File: config.mk
export PLATFORM = sky130hd
export DESIGN_NAME = hog_cell_hist
export DESIGN_NICKNAME = d
export VERILOG_FILES = /design/src/rtl/hog_cell_hist.sv
export SDC_FILE = /design/constraint.sdc
export NUM_CORES = 2
export LEC_CHECK = 0
export ABC_CLOCK_PERIOD_IN_PS = 11710
export CELL_PAD_IN_SITES_DETAIL_PLACEMENT = 1
export CELL_PAD_IN_SITES_GLOBAL_PLACEMENT = 2
export CORE_MARGIN = 3
export CORE_UTILIZATION = 42
export DETAILED_ROUTE_END_ITERATION = 8
export PLACE_DENSITY = 0.84
export SETUP_SLACK_MARGIN = 0.1
export SKIP_LAST_GASP = 1
export SLEW_MARGIN = 20
export SYNTH_ARGS = -nofsm -noshare
export SYNTH_HDL_FRONTEND = slang
export SYNTH_SLANG_ARGS = --single-unit
File: constraint.sdc
create_clock -name clk -period 11.71 [get_ports clk]
set_input_delay 1.7565 -clock clk [delete_from_list [all_inputs] [get_ports clk]]
set_output_delay 1.7565 -clock clk [all_outputs]
set_load 0.05 [all_outputs]
File: src/rtl/hog_cell_hist.sv
// rtl/hog_cell_hist.sv - HOG orientation histogram per cell with ping-pong bin banks
module hog_cell_hist #(
    parameter int PIX_W    = 8,
    parameter int NBIN     = 9,
    parameter int CELL     = 8,
    parameter int TAN_F    = 8,
    parameter int BIN_W    = 16,
    parameter int MAG_MODE = 0
) (
    input  logic                    clk,
    input  logic                    rst,
    input  logic                    ready,
    input  logic [4*PIX_W-1:0]      i_data,
    output logic                    request,
    output logic [BIN_W-1:0]        o_bin,
    output logic [$clog2(NBIN)-1:0] o_idx,
    output logic                    o_last,
    output logic                    o_valid,
    input  logic                    i_ack
);
    localparam int GW    = PIX_W + 1;
    localparam int MW    = PIX_W + 2;
    localparam int NPIX  = CELL * CELL;
    localparam int CNT_W = (NPIX > 1) ? $clog2(NPIX) : 1;
    localparam int IDX_W = $clog2(NBIN);
    localparam int SUM_W = ((BIN_W > MW) ? BIN_W : MW) + 1;
    localparam logic [CNT_W-1:0] CNT_LAST = CNT_W'(NPIX - 1);
    localparam logic [IDX_W-1:0] IDX_LAST = IDX_W'(NBIN - 1);

    function automatic real trig(input int k, input bit sine);
        real x, term, acc;
        x = 3.14159265358979324 * real'(k) / real'(NBIN);
        term = sine ? x : 1.0;
        acc  = term;
        for (int i = 1; i < 24; i++) begin
            if (sine) term = -term * x * x / real'((2 * i) * (2 * i + 1));
            else      term = -term * x * x / real'((2 * i - 1) * (2 * i));
            acc = acc + term;
        end
        return acc;
    endfunction

    function automatic int q_round(input real v);
        real s;
        s = v * (2.0 ** TAN_F);
        return (s >= 0.0) ? $rtoi(s + 0.5) : -$rtoi(0.5 - s);
    endfunction

    // B_WAIT: cell closed (fill pointer moved on) but its last pixels are still in flight
    typedef enum logic [1:0] {B_FREE, B_FILL, B_WAIT, B_FULL} bank_st_t;

    bank_st_t         st [2];
    bank_st_t         st_n [2];
    logic [BIN_W-1:0] bank [2][NBIN];
    logic             fp, fp_n, dp;
    logic [CNT_W-1:0] cnt;
    logic [IDX_W-1:0] d_idx;

    logic                 s1_valid, s1_tag, s1_last;
    logic signed [GW-1:0] s1_gx, s1_gy;
    logic                 s2_valid, s2_tag, s2_last;
    logic [MW-1:0]        s2_mag;
    logic [IDX_W-1:0]     s2_bin;

    logic [PIX_W-1:0]     top, bot, lft, rgt;
    logic signed [GW-1:0] gx_raw, gy_raw;
    logic                 flip, accept, beat;

    assign {top, bot, lft, rgt} = i_data;
    assign gx_raw = $signed({1'b0, rgt}) - $signed({1'b0, lft});
    assign gy_raw = $signed({1'b0, bot}) - $signed({1'b0, top});
    assign flip   = (gy_raw < 0) || (gy_raw == 0 && gx_raw < 0);
    assign accept = ready && request;

    assign o_valid = (st[dp] == B_FULL);
    assign o_bin   = bank[dp][d_idx];
    assign o_idx   = d_idx;
    assign o_last  = o_valid && (d_idx == IDX_LAST);
    assign beat    = o_valid && i_ack;

    // Boundary k is crossed when the folded gradient lies at or past angle k*180/NBIN
    logic [NBIN-2:0] crossed;
    for (genvar k = 1; k < NBIN; k++) begin : g_bnd
        localparam int CK = q_round(trig(k, 1'b0));
        localparam int SK = q_round(trig(k, 1'b1));
        assign crossed[k-1] = (int'(s1_gy) * CK - int'(s1_gx) * SK) >= 0;
    end

    logic [GW-1:0]    ax, ay, hi, lo;
    logic [MW-1:0]    mag_c;
    logic [IDX_W-1:0] bin_c;

    always_comb begin
        ax = s1_gx[GW-1] ? -s1_gx : s1_gx;
        ay = s1_gy;
        hi = (ax > ay) ? ax : ay;
        lo = (ax > ay) ? ay : ax;
        if (MAG_MODE == 1) mag_c = MW'(hi) + MW'(lo >> 1);
        else               mag_c = MW'(ax) + MW'(ay);
        bin_c = '0;
        for (int k = 0; k < NBIN - 1; k++) bin_c = bin_c + IDX_W'(crossed[k]);
        if (s1_gx == 0 && s1_gy == 0) bin_c = '0;
    end

    logic [BIN_W-1:0] cur, upd;
    logic [SUM_W-1:0] sum;

    always_comb begin
        cur = bank[s2_tag][s2_bin];
        sum = SUM_W'(cur) + SUM_W'(s2_mag);
        upd = (sum > SUM_W'({BIN_W{1'b1}})) ? {BIN_W{1'b1}} : sum[BIN_W-1:0];
    end

    always_comb begin
        st_n = st;
        fp_n = fp;
        if (s2_valid && s2_last) st_n[s2_tag] = B_FULL;
        if (beat && d_idx == IDX_LAST) st_n[dp] = B_FREE;
        if (accept) begin
            if (cnt == CNT_LAST) begin
                st_n[fp] = B_WAIT;
                fp_n     = ~fp;
            end else if (st[fp] == B_FREE) begin
                st_n[fp] = B_FILL;
            end
        end
    end

    always_ff @(posedge clk) begin
        if (!rst) begin
            st[0]    <= B_FREE;
            st[1]    <= B_FREE;
            fp       <= 1'b0;
            dp       <= 1'b0;
            cnt      <= '0;
            d_idx    <= '0;
            request  <= 1'b0;
            s1_valid <= 1'b0;
            s1_tag   <= 1'b0;
            s1_last  <= 1'b0;
            s1_gx    <= '0;
            s1_gy    <= '0;
            s2_valid <= 1'b0;
            s2_tag   <= 1'b0;
            s2_last  <= 1'b0;
            s2_mag   <= '0;
            s2_bin   <= '0;
            for (int b = 0; b < 2; b++)
                for (int i = 0; i < NBIN; i++) bank[b][i] <= '0;
        end else begin
            st      <= st_n;
            fp      <= fp_n;
            request <= (st_n[fp_n] == B_FREE) || (st_n[fp_n] == B_FILL);

            s1_valid <= accept;
            if (accept) begin
                cnt     <= (cnt == CNT_LAST) ? '0 : cnt + 1'b1;
                s1_gx   <= flip ? -gx_raw : gx_raw;
                s1_gy   <= flip ? -gy_raw : gy_raw;
                s1_tag  <= fp;
                s1_last <= (cnt == CNT_LAST);
            end

            s2_valid <= s1_valid;
            s2_tag   <= s1_tag;
            s2_last  <= s1_last;
            s2_mag   <= mag_c;
            s2_bin   <= bin_c;

            if (s2_valid) bank[s2_tag][s2_bin] <= upd;

            // The draining bank is FULL and never the accumulate target, so the writes never collide
            if (beat) begin
                bank[dp][d_idx] <= '0;
                if (d_idx == IDX_LAST) begin
                    d_idx <= '0;
                    dp    <= ~dp;
                end else begin
                    d_idx <= d_idx + 1'b1;
                end
            end
        end
    end
endmodule

======== Word level (Yosys, flattened, before mapping) ========
Memories as Yosys holds them, arrays and structs flattened. A register that Yosys moved wholly into a read port is not among the register bits.
Index checks and enable logic that the tools add are counted.
storage, ports and cells
  memories ................................ 1
  word-level logic and storage cells ...... 174
  input port bits ......................... 36
  register bits after elaboration ......... 55
  output and inout bits ................... 23
  bits in writable memories ............... 288
memories
  memory  depth  bits a word  read ports  clocked after memory_dff  write ports  RTL line  source
  bank    2      144          2           2                         2            54        logic [BIN_W-1:0] bank [2][NBIN];
operators by class
  $add $sub $neg .......................... 25
  magnitude comparators ................... 22
  bitwise operators ....................... 18
  multiplexer cells ....................... 54
  reduce and logical (&&, ||, !) cells .... 23
  equality and inequality tests ........... 4
  multiply operators ...................... 10
operators by type and width
  operator                count
  $mux W144               6
  $reduce_or A144 Y1      2
  $ge A32 B1 Y1 const B   5
  $bmux W16 S4            2
  $demux W16 S4           2
  $mux W16                7
  $logic_not A32 Y1       3
  $ge A19 B1 Y1 const B   3
  $sub A16 B18 Y19        3
  $mul A9 B9 Y18 const B  3
  $mul A9 B7 Y16 const B  3
  $mul A9 B5 Y14 const B  3
  $sub A18 B17 Y19        2
  $sub A18 B18 Y19        2
  $sub A32 B18 Y32        1
  $mux W9                 3
  $neg A9 Y9              3
  $neg A9 Y25             1
  $mux W2                 12
  $mux W4                 6
  $lt A9 B1 Y1 const B    2
  $sub A8 B8 Y9           2
  $add A16 B10 Y17        1
  $gt A17 B16 Y1 const B  1
  other kinds (33)        78

======== Depth between registers and ports, before layout ========
  depth in word-level cells ............... 18
  mapped depth ............................ 36

======== Worst setup path after synthesis ========
No wires, ideal clock.
  kind .................................... reg-to-reg
  from .................................... reg s1_gx[7]
  to ...................................... reg s2_bin[2]
  setup time .............................. 0.116 ns
  slack ................................... 3.339 ns
  clock period less this slack ............ 8.371 ns
  buffers on the path ..................... 0
  cell stages (with the launch flop) ...... 33
  data arrival time ....................... 8.255 ns
  data required time ...................... 11.594 ns
  cells stage by stage .................... dfxtp_1 > inv_1 > ha_1 > inv_1 > ha_1 > xor2_1 > fa_1 > nor3_1 > o21ai_0 > nand2_1 > xor2_1 > ha_1 > fa_1 > fa_1 > ha_1 > fa_1 > ha_1 > a21oi_1 > o21ai_0 > o22a_1 > xnor2_1 > xnor2_1 > fa_1 > inv_1 > fa_1 > inv_1 > fa_1 > inv_1 > ha_1 > inv_1 > fa_1 > xor2_1 > nor2_1
on the way
  longest elaborated chain between the ends .. 10
  elaborated cells between the ends (all ways) .. 30
  classes of those cells .................. 15 x add/sub; 4 x mul; 8 x order compare; 3 x reduce/logical
RTL lines
  element                                                      RTL line  source
  start, declared                                              60        logic signed [GW-1:0] s1_gx, s1_gy;
  start signal, assigned                                       158       s1_gx <= flip ? -gx_raw : gx_raw;
  $mul A9 B5 Y14 / $mul A9 B9 Y18 (equally long branches)      86        assign crossed[k-1] = (int'(s1_gy) * CK - int'(s1_gx) * SK) >= 0;
  $sub A18 B17 Y19 / $sub A18 B18 Y19 (equally long branches)  86
  $ge A32 B1 Y1                                                86
  $add A1 B1 Y2                                                101       for (int k = 0; k < NBIN - 1; k++) bin_c = bin_c + IDX_W'(crossed[k]);
  $add A2 B1 Y3                                                101
  $add A3 B1 Y4                                                101
  $add A4 B1 Y4 (4 in a row)                                   101
  end signal, assigned                                         168       s2_bin <= bin_c;
  end, declared                                                63        logic [IDX_W-1:0] s2_bin;
Several ways; a longest one is shown, not always the timed one.
A chain may end at the register's enable or synchronous reset.

======== Final worst setup path ========
Same ends and word-level chain as after synthesis.

==> results.txt <==
----------------------------------------------------
[Status]
  Status ... completed

[Run]
  Number of max-cap violations ... 0

[Timing]
  Post-Route Skew ... 0.0295 ns
  Peak Freq ... 109 MHz
  Slew @ Worst Pin ... around 1.2 ns
  Endpoints failing setup ... 0
  Final Max Slew Viols ... 0
  Final Worst Setup Slack ... 2.50 ns
  Setup total negative slack ... 0 ns
  Final worst-path cycle share ... 78.6%
  Count of final hold-check violations ... 0
  Normalized max-slew margin ... between 20 and 25%
  Tmin final ... roughly 9.2 ns
  Setup repair after global routing missed its margin ... no

[Route]
  Total wire length after detailed routing ... 114 mm
  Detailed-routing iteration count for the pre-antenna-repair pass ... 5
  Total via count in the routed design ... 26.6k
  Count of routing violations after the opening detailed-route iteration ... 1810
  Post-detailed-route via-to-cell ratio ... 5.79
  Remaining design rule violation count ... 0
  Count of nets left with antenna violations after detail routing ... 0
  Drt wl/cell ... 24.7 um

[Critical path]
  Critical path class ... reg2reg
  Peak per-stage delay on the critical path ... 0.92 ns
  Crit. End Element ... flop
  Cell with the biggest individual delay on the critical path ... dfxtp_1
  Worst EP required ... 12.17 ns
  Highest fanout seen on the critical path ... 17
  Reg2reg end ... s2_bin[2]$_SDFF_PP0_
  Beginning of the critical path ... s1_gx[7]$_SDFFE_PN0P_
  Number of buffers and inverters on the critical path ... 8
  Critical R2R Launch ... s1_gx[7]$_SDFFE_PN0P_
  Family with the most delay on the worst path ... adder cells
  Depth of the critical timing path with buffers and inverters included ... 34
  Most frequent cell on the critical path ... inv_1
  Capture point of the worst path ... s2_bin[2]$_SDFF_PP0_
  Arrival time at the worst endpoint ... 9.67 ns
  Worst R2R Setup Slack ... approximately 2.5 ns
  Type of element launching the critical path ... flop
  Worst Reg-to-Reg Cells ... 34

[Power]
  Combinational group share of total power ... 52.5%
  Net Sw Power ... 2420 uW
  Total Power Consumption ... 5660 uW
  Net switching fraction of the power ... 42.7%
  Internal Power ... around 3200 uW
  Maximum VDD drop ... 0.119 mV
  Clock Power Share ... about a quarter
  P_leak ... 0.0156 uW
  Reg power frac ... 22.3%
  Ratio of total power to cell area ... 158 nW/um2

[Synth]
  Share of async-settable or async-resettable flops after synthesis ... 0%
  Post-synthesis sequential element count ... between 300 and 400
  Total nets after synthesis ... 4209
  Count of flip-flops with a built-in enable after synthesis ... 0
  Leading register cell type out of synthesis ... dfxtp_1
  Mean cell area of the mapped netlist ... around 9 um2
  Post-synthesis instance total ... 3514
  Distinct cells, synth ... 85
  Synthesized cell area ... 32500 um2
  Part of the Yosys area used for sequential elements ... 21.3%
  Number of warnings reported in the yosys synthesis log ... 0

[Die]
  I/O Pins ... 59
  Die height ... 284 um
  CORE AREA ... 76300 um2
  Row count ... 101
  Starting density of the core ... 42.6%
  Total Die Area ... around 81000 um2
  Width of the die ... 284 um

[Clock tree]
  CTS sink cnt ... 345
  Number of gates given a new drive strength after cts ... 0
  CTS Buf Count ... 42
  CTS Buffer Depth ... 3
  CTS HTree Levels ... 2
  Cell at the root of the clock tree ... clkbuf_16
  Source-to-sink clock delay at the later pin of the worst-skew pair ... between 0.5 and 0.6 ns
  Post-CTS Setup Inserts ... 0
  Hold-fix buffer count after cts ... 0
  Clock-pin slew on the worst setup and hold paths ... 0.07 ns
  TritonCTS clock tree ... yes

[Layout]
  Count of inserted antenna diode cells ... 0
  # nets final ... 4228
  Multi-input gate area ... 23500 um2
  Final Non-Filler Cells ... 4596
  Signed area change from the synthesized netlist to the final layout ... 9.97%
  Register area ... 6930 um2
  Layout cells sized above 1 ... under 10%
  Layout filler cell count ... 8814

[Global route]
  Total Routing Usage GR ... 27.9%
  Pin count of the biggest net entering global routing ... 50
  Via count of the first global-routing pass ... 27.5k
  Number of antenna violations at the first check in global routing ... 4
  Total congestion overflow after global routing ... 0
  Global-route wire length before repair ... approximately 170 mm

[Placed design]
  Detailed placer's ending HPWL ... 85.3 mm
  Number of port buffers ... between 50 and 60
  Worst setup slack before clock tree synthesis ... 2.50 ns
  Final weighted congestion of routability-driven global placement ... 0.906
  Cell count after placement ... 4519

[Hold path]
  Worst Hold Class ... reg2reg

----------------------------------------------------
worst reg2reg max path: cells and delay by family, from the launching register on:
family,cells,cell delay [ns]
fa+ha+maj,12,4.58
compound gates,6,1.28
flops,1,0.92
xor+xnor,5,0.87
buf+inv,8,0.78
mux,1,0.37
simple gates,2,0.28
worst min path at each step:
stage | to | slack, ns | cells after the start | start
6_report | s2_tag$_SDFF_PN0_ | 0.45 | 1 | s1_tag$_SDFFE_PN0P_
5_1_grt | s2_valid$_SDFF_PN0_ | 0.47 | 1 | s1_valid$_SDFF_PN0_
4_1_cts | s2_valid$_SDFF_PN0_ | 0.45 | 1 | s1_valid$_SDFF_PN0_
3_5_place_dp | s2_valid$_SDFF_PN0_ | 0.43 | 1 | s1_valid$_SDFF_PN0_
3_3_place_gp | s2_valid$_SDFF_PN0_ | 0.42 | 1 | s1_valid$_SDFF_PN0_
2_1_floorplan | s2_valid$_SDFF_PN0_ | 0.41 | 1 | s1_valid$_SDFF_PN0_
power groups by stage:
stage | Combinational, uW | Sequential [uW] | Clock [uW]
after floorplan | 2130 | 1250 | 0
after global placement | 2860 | 1290 | 0
after detailed placement | 2950 | 1290 | 0
after CTS | 2990 | 1260 | 1440
after global routing | 3410 | 1260 | 1490
final | 2970 | 1260 | 1430
sequential cells by signal, indices dropped and copies added (netlist names), named ones only:
name      count
ay            9
s1_tag        1
s1_gx         9
st            4
o_idx         4
s2_valid      1
s2_last       1
cnt           6
s1_valid      1
s2_mag       10
s2_tag        1
request       1
fp            1
s2_bin        4
s1_last       1
dp            1
bank        288
cell usage in the layout (no fill, tap or decap), types with 8 or more instances in the layout:
master / instances
a21oi_1: 130
nand2_1: 335
ha_1: 473
or2_2: 19
a211oi_1: 14
clkdlybuf4s50_1: 57
clkbuf_8: 8
o22a_1: 12
nor3_1: 33
o211ai_1: 9
nand3_1: 48
clkbuf_16: 42
xor2_1: 61
o22ai_1: 24
a21o_1: 46
dfxtp_1: 336
or3_1: 10
o21a_1: 27
o21ai_0: 321
buf_4: 55
o31ai_1: 19
fa_1: 186
nand4_1: 15
a22o_1: 62
inv_1: 415
nand2b_1: 25
nor2_1: 169
nor2b_1: 35
mux2i_1: 113
xnor2_1: 107
and3_1: 13
nor2_2: 10
o21bai_1: 13
mux4_2: 123
o21ai_1: 17
and2_1: 20
cell families (layout without fill, tap and decap cells):
group	Yosys count	count (layout)	share of synthesized area, %
and+or+nand+nor	772	772	10.8
AOI/OAI and AO/OA	771	771	14.8
adders and majority gates	659	659	29.7
buffers and inverters	557	609	6.77
DFF	345	345	21.3
muxes	242	242	12.2
xor gates and xnor gates	168	168	4.53
layout make-up:
cell class | count | area share [%]
timing repair buffer | 113 | 2.77
multi-input combinational | 2612 | 65.6
clock buffer | 56 | 3.31
sequential | 345 | 19.4
inverter | 419 | 4.40
tap | 1030 | 3.61
clock inverter | 21 | 0.879
per-stage QoR:
step	hold slack [ns]	area, um2	utilization, %
floorplan	0.412	32500	-
global placement	0.415	34200	44.8
detailed placement	0.430	34200	44.8
CTS	0.447	35700	46.8
global route	0.466	35700	46.8
finish	0.448	35700	46.8
synth_stat cells, types with 61 or more instances:
| library cell | instances | area (um2) |
|---|---|---|
| a21oi_1 | 130 | 651 |
| a22o_1 | 62 | 543 |
| clkbuf_1 | 97 | 364 |
| dfxtp_1 | 345 | 6910 |
| fa_1 | 186 | 3720 |
| ha_1 | 473 | 5920 |
| inv_1 | 415 | 1560 |
| mux2i_1 | 114 | 1140 |
| mux4_2 | 123 | 2770 |
| nand2_1 | 335 | 1260 |
| nor2_1 | 173 | 649 |
| o21ai_0 | 322 | 1610 |
| xnor2_1 | 107 | 937 |
| xor2_1 | 61 | 534 |
per-layer routing:
layer | global-route usage (%) | share of wire (%)
met1 | 37.7 | 44
met2 | 45.3 | 46
met3 | 5.25 | 7.0
met4 | 8.42 | 3.3
met5 | 0 | 0.011
No activity file was read; power rests on OpenSTA's default activity.
